<file path="src/rtl/vec_rf_pkg.sv">
// Shared definitions for the vector register-file sequencer.
//
// Holds the block configuration, the FSM state type, the writeback-pipe entry
// type and the per-chunk byte-mask helper. Configuration lives here rather than
// in module parameters because the writeback entry type depends on it.
package vec_rf_pkg;

  localparam int VLEN       = 128;                 // vector length in bits
  localparam int DATA_WIDTH = 64;                  // register-file port width in bits
  localparam int DW_B       = DATA_WIDTH / 8;      // port width in bytes
  localparam int ADDR_WIDTH = 5;                   // vector register address bits
  localparam int OFF_BITS   = 8;                   // chunk offset bits
  localparam int ALU_LAT    = 2;                   // read data to ALU result, cycles (>= 1)
  localparam int VLEN_B     = VLEN / 8;            // vector length in bytes
  localparam int VLB_W      = $clog2(VLEN_B) + 1;  // byte-count field width

  localparam int NCHUNK   = VLEN / DATA_WIDTH;     // chunks in a full vector
  localparam int WB_DEPTH = 1 + ALU_LAT;           // read issue to writeback, cycles

  typedef enum logic {
    IDLE  = 1'b0,
    ISSUE = 1'b1
  } state_t;

  typedef struct packed {
    logic                  valid;
    logic [ADDR_WIDTH-1:0] vd;
    logic [OFF_BITS-1:0]   off;
    logic [DW_B-1:0]       mask;
    logic                  last;
  } wb_entry_t;

  // Byte j of chunk k is active when its absolute byte index is below vl.
  function automatic logic [DW_B-1:0] byte_mask(input logic [OFF_BITS-1:0] k,
                                                 input logic [VLB_W-1:0]    vl);
    logic [DW_B-1:0] m;
    m = '0;
    for (int j = 0; j < DW_B; j++) begin
      m[j] = (int'(k) * DW_B + j) < int'(vl);
    end
    return m;
  endfunction

endpackage

</file>
<file path="src/rtl/vec_rf_wb_pipe.sv">
// Writeback delay line: a shift register of wb_entry_t that carries the
// destination register, chunk offset and byte mask from read issue to the cycle
// the ALU result is ready. Each stage also reports whether its destination
// matches either of two compare addresses, for RAW hazard detection.
//
// Ports:
//   clk, rst_n     clock, asynchronous active-low reset
//   push           entry entering stage 0 this cycle (valid=0 for a bubble)
//   cmp_a, cmp_b   source registers to compare against each stage's vd
//   head           oldest stage, drives writeback
//   hit            per-stage: stage valid and vd equals cmp_a or cmp_b
//   any_valid      at least one stage holds a valid entry
module vec_rf_wb_pipe
  import vec_rf_pkg::*;
#(
  parameter int DEPTH = WB_DEPTH
) (
  input  logic                  clk,
  input  logic                  rst_n,
  input  wb_entry_t             push,
  input  logic [ADDR_WIDTH-1:0] cmp_a,
  input  logic [ADDR_WIDTH-1:0] cmp_b,
  output wb_entry_t             head,
  output logic [DEPTH-1:0]      hit,
  output logic                  any_valid
);

  wb_entry_t stage_q [DEPTH];

  // NOTE: this array is pipeline control state, not storage, so every stage is
  // reset; a stale valid bit would otherwise raise write enables after reset.
  always_ff @(posedge clk or negedge rst_n) begin
    if (!rst_n) begin
      for (int i = 0; i < DEPTH; i++) stage_q[i] <= '0;
    end else begin
      // NOTE: non-blocking assignments make every stage sample its
      // predecessor's old value, which is what turns this into a shift.
      stage_q[0] <= push;
      for (int i = 1; i < DEPTH; i++) stage_q[i] <= stage_q[i-1];
    end
  end

  assign head = stage_q[DEPTH-1];

  always_comb begin
    // NOTE: defaults first so no path through the block leaves an output
    // unassigned, which would otherwise infer a latch.
    hit       = '0;
    any_valid = 1'b0;
    for (int i = 0; i < DEPTH; i++) begin
      hit[i]    = stage_q[i].valid && (stage_q[i].vd == cmp_a || stage_q[i].vd == cmp_b);
      any_valid = any_valid | stage_q[i].valid;
    end
  end

endmodule

</file>
<file path="src/rtl/vec_rf_seq.sv">
// Sequencer and port arbiter in front of the vector register file.
//
// Accepts one vector-vector op, issues one DATA_WIDTH chunk read per cycle on
// both read ports, delays the destination through the writeback pipe so it
// lines up with the ALU result, and gates the load writeback port so a load is
// never dropped by an address clash with the ALU writeback.
//
// Ports:
//   clk, rst_n                       clock, asynchronous active-low reset
//   req_valid/req_ready              op handshake
//   req_vs1, req_vs2, req_vd         source / destination registers
//   req_vl_bytes                     active bytes, clamped to VLEN/8
//   rd_en_*, rd_addr_*, rd_off_*     read ports 1 and 2 (offsets always equal)
//   alu_valid                        read data valid this cycle
//   wr_en, wr_addr, wr_off           ALU writeback port
//   ld_valid, ld_addr_in, ld_be      load-unit writeback request
//   ld_ready, ld_en                  load accepted / byte enables to register file
//   busy                             sequencing or writebacks in flight
//   done                             pulse with the last writeback of an op
module vec_rf_seq
  import vec_rf_pkg::*;
(
  input  logic                  clk,
  input  logic                  rst_n,
  input  logic                  req_valid,
  output logic                  req_ready,
  input  logic [ADDR_WIDTH-1:0] req_vs1,
  input  logic [ADDR_WIDTH-1:0] req_vs2,
  input  logic [ADDR_WIDTH-1:0] req_vd,
  input  logic [VLB_W-1:0]      req_vl_bytes,
  output logic [DW_B-1:0]       rd_en_1,
  output logic [DW_B-1:0]       rd_en_2,
  output logic [ADDR_WIDTH-1:0] rd_addr_1,
  output logic [ADDR_WIDTH-1:0] rd_addr_2,
  output logic [OFF_BITS-1:0]   rd_off_1,
  output logic [OFF_BITS-1:0]   rd_off_2,
  output logic                  alu_valid,
  output logic [DW_B-1:0]       wr_en,
  output logic [ADDR_WIDTH-1:0] wr_addr,
  output logic [OFF_BITS-1:0]   wr_off,
  input  logic                  ld_valid,
  input  logic [ADDR_WIDTH-1:0] ld_addr_in,
  input  logic [DW_B-1:0]       ld_be,
  output logic                  ld_ready,
  output logic [DW_B-1:0]       ld_en,
  output logic                  busy,
  output logic                  done
);

  state_t                state_q, state_d;
  logic [OFF_BITS-1:0]   k_q, k_d;
  logic [ADDR_WIDTH-1:0] op_vs1_q, op_vs2_q, op_vd_q;
  logic [VLB_W-1:0]      op_vl_q;
  logic [OFF_BITS-1:0]   op_last_k_q;
  logic [ADDR_WIDTH-1:0] rd_addr_1_q, rd_addr_2_q;
  logic [OFF_BITS-1:0]   rd_off_q;
  logic                  alu_valid_q, zero_done_q;

  // iss_q is the read-issue register: it drives the read ports and feeds the
  // writeback pipe, so the pipe head lands 1+ALU_LAT cycles after the read.
  wb_entry_t             iss_q, iss_d, head;
  logic [WB_DEPTH-1:0]   pipe_hit;
  logic                  pipe_any;

  logic [VLB_W-1:0]      vl_clamped;
  logic [OFF_BITS-1:0]   nchunk_req;
  logic                  accept, issue, hazard, wr_active;

  assign vl_clamped = (req_vl_bytes > VLB_W'(VLEN_B)) ? VLB_W'(VLEN_B) : req_vl_bytes;
  assign nchunk_req = OFF_BITS'((int'(vl_clamped) + DW_B - 1) / DW_B);

  // A source still waiting on an earlier destination write is a RAW hazard;
  // the chunk in the issue register counts as much as those in the pipe.
  assign hazard    = |pipe_hit
                   || (iss_q.valid && (iss_q.vd == req_vs1 || iss_q.vd == req_vs2));
  assign req_ready = (state_q == IDLE) && !hazard;

  always_comb begin
    state_d = state_q;
    k_d     = k_q;
    accept  = 1'b0;
    issue   = 1'b0;
    case (state_q)
      IDLE: begin
        if (req_valid && req_ready) begin
          accept = 1'b1;
          if (nchunk_req != '0) begin
            state_d = ISSUE;
            k_d     = '0;
          end
        end
      end
      ISSUE: begin
        issue = 1'b1;
        if (k_q == op_last_k_q) state_d = IDLE;
        else                    k_d     = k_q + 1'b1;
      end
      default: state_d = IDLE;
    endcase
  end

  always_comb begin
    iss_d = '0;
    if (issue) begin
      iss_d.valid = 1'b1;
      iss_d.vd    = op_vd_q;
      iss_d.off   = k_q;
      iss_d.mask  = byte_mask(k_q, op_vl_q);
      iss_d.last  = (k_q == op_last_k_q);
    end
  end

  always_ff @(posedge clk or negedge rst_n) begin
    if (!rst_n) begin
      state_q     <= IDLE;
      k_q         <= '0;
      op_vs1_q    <= '0;
      op_vs2_q    <= '0;
      op_vd_q     <= '0;
      op_vl_q     <= '0;
      op_last_k_q <= '0;
      iss_q       <= '0;
      rd_addr_1_q <= '0;
      rd_addr_2_q <= '0;
      rd_off_q    <= '0;
      alu_valid_q <= 1'b0;
      zero_done_q <= 1'b0;
    end else begin
      state_q     <= state_d;
      k_q         <= k_d;
      iss_q       <= iss_d;
      alu_valid_q <= |iss_q.mask;
      // An empty op never enters the pipe, so its completion is flagged here.
      zero_done_q <= accept && (nchunk_req == '0);
      if (accept) begin
        op_vs1_q    <= req_vs1;
        op_vs2_q    <= req_vs2;
        op_vd_q     <= req_vd;
        op_vl_q     <= vl_clamped;
        op_last_k_q <= nchunk_req - 1'b1;
      end
      if (issue) begin
        rd_addr_1_q <= op_vs1_q;
        rd_addr_2_q <= op_vs2_q;
        rd_off_q    <= k_q;
      end
    end
  end

  vec_rf_wb_pipe #(.DEPTH(WB_DEPTH)) u_wb_pipe (
    .clk       (clk),
    .rst_n     (rst_n),
    .push      (iss_q),
    .cmp_a     (req_vs1),
    .cmp_b     (req_vs2),
    .head      (head),
    .hit       (pipe_hit),
    .any_valid (pipe_any)
  );

  assign rd_en_1   = iss_q.mask;
  assign rd_en_2   = iss_q.mask;
  assign rd_addr_1 = rd_addr_1_q;
  assign rd_addr_2 = rd_addr_2_q;
  assign rd_off_1  = rd_off_q;
  assign rd_off_2  = rd_off_q;
  assign alu_valid = alu_valid_q;

  assign wr_active = head.valid && (|head.mask);
  assign wr_en     = wr_active ? head.mask : '0;
  assign wr_off    = head.valid ? head.off : '0;
  // The register file drops a load whenever wr_addr matches it, even with no
  // write enable, so an idle write port points away from the load address.
  assign wr_addr   = wr_active ? head.vd : (ld_addr_in ^ ADDR_WIDTH'(1));

  assign ld_ready  = !(wr_active && head.vd == ld_addr_in);
  assign ld_en     = (rst_n && ld_valid && ld_ready) ? ld_be : '0;

  assign busy      = (state_q != IDLE) || iss_q.valid || pipe_any;
  assign done      = (head.valid && head.last) || zero_done_q;

endmodule

</file>
<file path="config.mk">
export PLATFORM = sky130hd
export DESIGN_NAME = vec_rf_seq
export DESIGN_NICKNAME = d
export VERILOG_FILES = /design/src/rtl/vec_rf_pkg.sv /design/src/rtl/vec_rf_wb_pipe.sv /design/src/rtl/vec_rf_seq.sv
export SDC_FILE = /design/constraint.sdc
export NUM_CORES = 1
export LEC_CHECK = 0
export ABC_CLOCK_PERIOD_IN_PS = 2280
export BUFFER_PORTS_ARGS = -buffer_cell sky130_fd_sc_hd__buf_2
export CORE_MARGIN = 2
export CORE_UTILIZATION = 55
export CTS_CLUSTER_DIAMETER = 40
export CTS_CLUSTER_SIZE = 24
export DETAILED_ROUTE_END_ITERATION = 8
export PLACE_DENSITY = 0.79
export SYNTH_ARGS = -nofsm -noshare
export SYNTH_HDL_FRONTEND = slang
export SYNTH_SLANG_ARGS = --single-unit
</file>
<file path="constraint.sdc">
create_clock -name clk -period 2.28 [get_ports clk]
set_input_delay 0.114 -clock clk [delete_from_list [all_inputs] [get_ports clk]]
set_output_delay 0.114 -clock clk [all_outputs]
set_load 0.005 [all_outputs]
</file>
Word level (Yosys, flattened, before mapping)
Index checks and enable logic that the tools add are counted.
- register bits after elaboration: 149
- input port bits: 37
- word-level logic and storage cells: 117
- output and inout bits: 76
- bitwise operators: 5
- reductions and logical operators: 29
- equality and inequality tests: 13
- magnitude comparators: 9
- multiplexer cells: 17
- add/sub/neg operators: 12
- operators with widths (cell ; number):
    12-bit by 5-bit < comparator with 1-bit output ; 7
    11-bit by 3-bit adder with 12-bit output, second input constant ; 4
    8-bit two-way mux ; 6
    5-bit equality test ; 9
    11-bit by 2-bit adder with 12-bit output, second input constant ; 2
    23-bit two-way mux ; 1
    8-bit case mux with 2 select lines ; 1
    8-bit OR reduction ; 2
    11-bit by 1-bit adder with 12-bit output, second input constant ; 1
    1-bit logical AND ; 12
    11-bit by 5-bit < comparator with 1-bit output ; 1
    5-bit two-way mux ; 2
    8-bit by 1-bit adder with 8-bit output ; 1
    8-bit by 1-bit adder with 8-bit output, second input constant ; 1
    8-bit equality test ; 1
    8-bit zero test ; 1
    1-bit logical OR ; 8
    8-bit nonzero test ; 1
    8-bit by 1-bit subtractor with 8-bit output, second input constant ; 1
    6-bit by 1-bit subtractor with 7-bit output, second input constant ; 1
    5-bit by 4-bit adder with 6-bit output, second input constant ; 1
    1-bit two-way mux ; 6
    3-bit OR reduction ; 2
    5-bit greater-than comparator, second input constant ; 1
    other kinds (8) ; 12

Logic depth before layout (Yosys ltp)
- depth in word-level cells: 11
- gate-level depth with buffers: 9
- mapped depth without buffers: 8

By module
From an unflattened synthesis, not the netlist that was laid out.
- cell total of the unflattened synthesis: 466
- area total of the unflattened synthesis: 5973.2 um2
- by module, submodules not included (module ; instances ; seq. area each (um2) ; area an instance (um2) ; cells an instance):
    vec_rf_seq ; 1 ; 1926.8 ; 3726.1 ; 328
    vec_rf_wb_pipe ; 1 ; 1726.7 ; 2247.2 ; 138

Worst setup path before layout
Ideal clock, no wire load.
- path type: flip-flop to flip-flop
- start point: register u_wb_pipe.stage_q[64] (netlist bit)
- end point: register op_last_k_q[6]
- period minus slack after synthesis: 2.014 ns
- data required time: 2.155 ns
- data arrival time: 1.889 ns
- library setup time: 0.125 ns
- path buffers: 2
- cell stages (with the launch flop): 9
- path slack: 0.266 ns
- cell sequence: dfrtp_1 -> xnor2_1 -> nand3_1 -> o22ai_2 -> a211o_1 -> or3_1 -> buf_6 -> buf_12 -> mux2_4
- word-level cells in the longest chain between the ends: 10
- elaborated cells on any way between the ends: 11
- classes of those cells: eq/ne (2); mux (2); reduce/logical (7)
- RTL lines (item ; line ; text):
    start: declaration ; vec_rf_wb_pipe.sv:28 ; wb_entry_t stage_q [DEPTH];
    5-bit equality test ; vec_rf_wb_pipe.sv:51 ; hit[i] = stage_q[i].valid && (stage_q[i].vd == cmp_a || stage_q[i].vd == cmp_b);
    1-bit logical OR * ; vec_rf_wb_pipe.sv:51 ;
    1-bit logical AND * ; vec_rf_wb_pipe.sv:51 ;
    3-bit OR reduction * ; vec_rf_seq.sv:74 ; assign hazard = |pipe_hit
    1-bit logical OR * ; vec_rf_seq.sv:75 ; || (iss_q.valid && (iss_q.vd == req_vs1 || iss_q.vd == req_vs2));
    1-bit zero test * ; vec_rf_seq.sv:76 ; assign req_ready = (state_q == IDLE) && !hazard;
    1-bit logical AND * ; vec_rf_seq.sv:76 ;
    1-bit logical AND * ; vec_rf_seq.sv:85 ; if (req_valid && req_ready) begin
    1-bit two-way mux * ; vec_rf_seq.sv:85 ;
    1-bit two-way mux * ; vec_rf_seq.sv:83 ; case (state_q)
    end signal: assignment ; vec_rf_seq.sv:140 ; op_last_k_q <= nchunk_req - 1'b1;
    end: declaration ; vec_rf_seq.sv:54 ; logic [OFF_BITS-1:0] op_last_k_q;
Mark *: on every way between the ends. The rest lies on a longest branch, timed or not.
A chain may end at the register's enable or synchronous reset.

Worst setup path in the final report
- start point: register u_wb_pipe.stage_q (netlist bit u_wb_pipe.head[8])
- end point: output port wr_addr[4]
- word-level cells in the longest chain between the ends: 3
- RTL lines (item ; line ; text):
    8-bit OR reduction ; vec_rf_seq.sv:169 ; assign wr_active = head.valid && (|head.mask);
    1-bit logical AND ; vec_rf_seq.sv:169 ;
    5-bit two-way mux ; vec_rf_seq.sv:174 ; assign wr_addr = wr_active ? head.vd : (ld_addr_in ^ ADDR_WIDTH'(1));
    end: declaration ; vec_rf_seq.sv:39 ; output logic [ADDR_WIDTH-1:0] wr_addr,
No other way between the ends.

==> impl_metrics.toml <==
[run_status]
status = "complete, but fails checks"
failed_checks = "negative setup slack"

[timing]
period_minus_slack_ns = 2.44
min_period_over_period = 1.07
max_slew_margin = 0.524
fmax_ghz = 0.409
fin_worst_skew_ns = 0.0111
drv_slew = 0
setup_slack_ns = -0.164
rsz0062_at_grt = "yes"
setup_viol = 13
tightest_slew_ns = 0.714
hold_viol = 0
setup-tns-final_ns = -1.90

[grt]
grtUsageTotal = 0.223
grt_max_degree = 60
grt_util_met3 = 0.0579
grt_pass1_wl_mm = 19.6
first_global_vias = 3868
use_met2 = 0.380
use_met1 = 0.279
grt-ovfl-total = 0
top_usage_layer = "met2"
antenna_found_initial = 0

[pwr]
pwr-share-clk = 0.279
p_leak_nw = 3.78
power_frac_comb = 0.305
p_int_w = 0.00715
swShare = 0.308
sequentialPowerShare = 0.416
p_switching_w = 0.00318
ir_drop_v = 0.000693
powerDensity_nw_per_um2 = 1390

[drt]
vias = 3766
routed_via_density = 5.13
first_pass_iters = 4
postRouteAntennaNets = 0
wl_per_cell_um = 16.4
drcViolationCount = 0
routed_wl_mm = 12.1
drtIter0Drc = 303

[worst_setup_path]
cp_common_cell = "buf_6"
start_kind = "flip-flop"
rr_startpoint = "u_wb_pipe.head[19]"
r2r_cells = 7
r2r_slack_ns = 0.14
critical_path.endpoint_type = "output port"
cp_slowest_stage_delay_ns = 0.55
criticalPathCategory = "reg2out"
slowest_stage = "or4_4"
worst_ep_required_time_ns = 2.17
crit_chain = "or4_4 > o21ai_4 > buf_4 > buf_6 > mux2_4 > buf_6"
cp.arrival_ns = 2.33
rr_endpoint = "op_vl_q[2]"
cp_max_fo = 5

[floorplan]
die_h_um = 108
die_area_um2 = 11700
core.rowCount = 38
core_area_um2 = 10700
ioPinCount = 113
initial_core_util = 0.557
die_w_um = 108

[logic_synthesis]
synth.net_count = 505
synth-seq-area-share = 0.611
synthTopCellsByArea = "dfrtp_1 61%, xnor2_1 5.1%, and2_1 3.8%"
synth_top_area_frac = 0.611
synth_top_flop_cell = "dfrtp_1"
synth_top_area_cell = "dfrtp_1"
ys_types = 40
synth_edf_count = 0
ys_ff_latch = 146
syn_inst = 461
async_flop_share = 1.00
yosys_warnings = 0
synth_area_um2 = 5980
syn_avg_cell_area_um2 = 13.0

[final_layout]
layout_commonest_cell = "dfrtp_1"
layout_common_cells = "146 x dfrtp_1, 102 x buf_2, 35 x xnor2_1"
syn2layout_area_growth_pct = 24.5
multiInputGateArea_um2 = 1980
fin_nets = 625
fillers = 729
seq_area_um2 = 3650
n_antenna_cell = 0
drive_gt1_frac = 0.338

[clock_network]
clk_latency_ns = 0.52
clk_pin_slew_ns = 0.06
cts_buffer_depth = 2
cts_buffers = 17
cts_htree_levels = 4
tritoncts = "yes"
clock_sinks = 146
cts-root-buf = "clkbuf_8"

[place]
dpl.hpwl_mm = 7.84
io_buffers = 112
place_ws_ns = 0.160
gp_congestion = 0.888

[hold_path]
min_path_type = "in2async"

[flow_run]
drv_cap = 0
## power groups by stage
| stage | clock network [W] | registers (W) | logic (W) |
|---|---|---|---|
| finish | 0.00288 | 0.00430 | 0.00315 |
| global route | 0.00305 | 0.00443 | 0.00346 |
| CTS | 0.00292 | 0.00430 | 0.00313 |
| detailed placement | 0 | 0.00431 | 0.00286 |
| global placement | 0 | 0.00422 | 0.00275 |
| floorplan | 0 | 0.00410 | 0.00219 |
## repair_timing
| action | CTS | global route |
|---|---|---|
| pin swaps | 11 | 5 |
| hold endpoints to repair | 53 | 0 |
| hold buffers | 23 | 0 |
| setup endpoints to repair | 13 | 15 |
| resized for setup | 18 | 9 |
| cloned | 0 | 0 |
| buffers inserted | 3 | 2 |
## sequential cells by signal (all words and copies together) (netlist names), 8 cells and up
register	flops
u_wb_pipe.head	23
iss_q	15
rd_off_1	8
u_wb_pipe.stage_q	46
k_q	8
rd_en_1	8
## Yosys cell counts, types with 2 or more instances
cell / n
o211ai_1: 2
a21o_1: 9
dfrtp_1: 146
nor2_1: 12
nand2_1: 22
buf_12: 2
nor4_1: 7
nor2b_1: 3
mux2_4: 15
inv_1: 14
and2b_1: 2
mux2_2: 20
or4_1: 2
xor2_1: 15
a21oi_1: 9
nand2b_1: 5
nand4_1: 5
and2_1: 36
mux2i_1: 5
ha_1: 7
clkbuf_1: 8
buf_6: 5
or3_1: 6
nor3_1: 5
nand3_1: 9
and3_1: 3
buf_2: 2
xnor2_1: 35
o21ai_0: 8
o22ai_1: 4
buf_4: 29
## layout make-up
cell class | count | area share
multi-input cells | 255 | 0.266
flip-flops and latches | 146 | 0.491
well taps | 140 | 0.0235
clock buffers | 21 | 0.0603
clock inverters | 11 | 0.0237
repair buffers | 147 | 0.129
inverters | 14 | 0.00706
## worst max-delay path: cells and delay by family, from the launching register on
kind	cells	cell delay [ns]
AND/OR/NAND/NOR	1	0.55
buffers and inverters	3	0.38
flip-flops	1	0.37
multiplexers	1	0.31
AO/OA/AOI/OAI	1	0.21
## through the flow
stage                     std cells  hold slack, ns  cell area (um^2)   util  total power [W]
final                           734          0.0595              7450  0.693           0.0103
after global routing            734          0.0417              7450  0.693           0.0109
after CTS                       734          0.0445              7410  0.690           0.0103
after detailed placement        676          0.0212              6450  0.600          0.00717
after global placement          676          0.0158              6450  0.600          0.00698
after floorplan                 461          -0.182              5980      -          0.00628
## cells by family (layout without fill, tap and decap cells)
kind of cell,after synthesis,after routing,share of synthesized area
XOR/XNOR,50,50,0.0732
flip-flops,146,146,0.611
AO/OA/AOI/OAI,37,37,0.0389
multiplexers,40,40,0.0836
AND/OR/NAND/NOR,120,120,0.110
adder cells (fa/ha/maj),7,7,0.0146
other,1,1,0.000627
buffers and inverters,60,193,0.0680
## layer usage
metal	vias up	wire length [um]
li1	1737	-
met1	1878	5000
met2	133	6270
met3	18	600
met4	0	187
met5	-	0
## worst max path at each step
stage,start,depth (start not counted),end
6_report,u_wb_pipe.head[8],6,wr_addr[4]
5_1_grt,u_wb_pipe.head[8],7,ld_en[4]
4_1_cts,u_wb_pipe.head[4],7,ld_en[7]
3_5_place_dp,u_wb_pipe.head[20],7,op_vl_q[2]
3_3_place_gp,u_wb_pipe.head[20],7,op_vl_q[0]
2_1_floorplan,u_wb_pipe.stage_q[64],8,op_last_k_q[6]
Power figures use the tool's default switching activity.
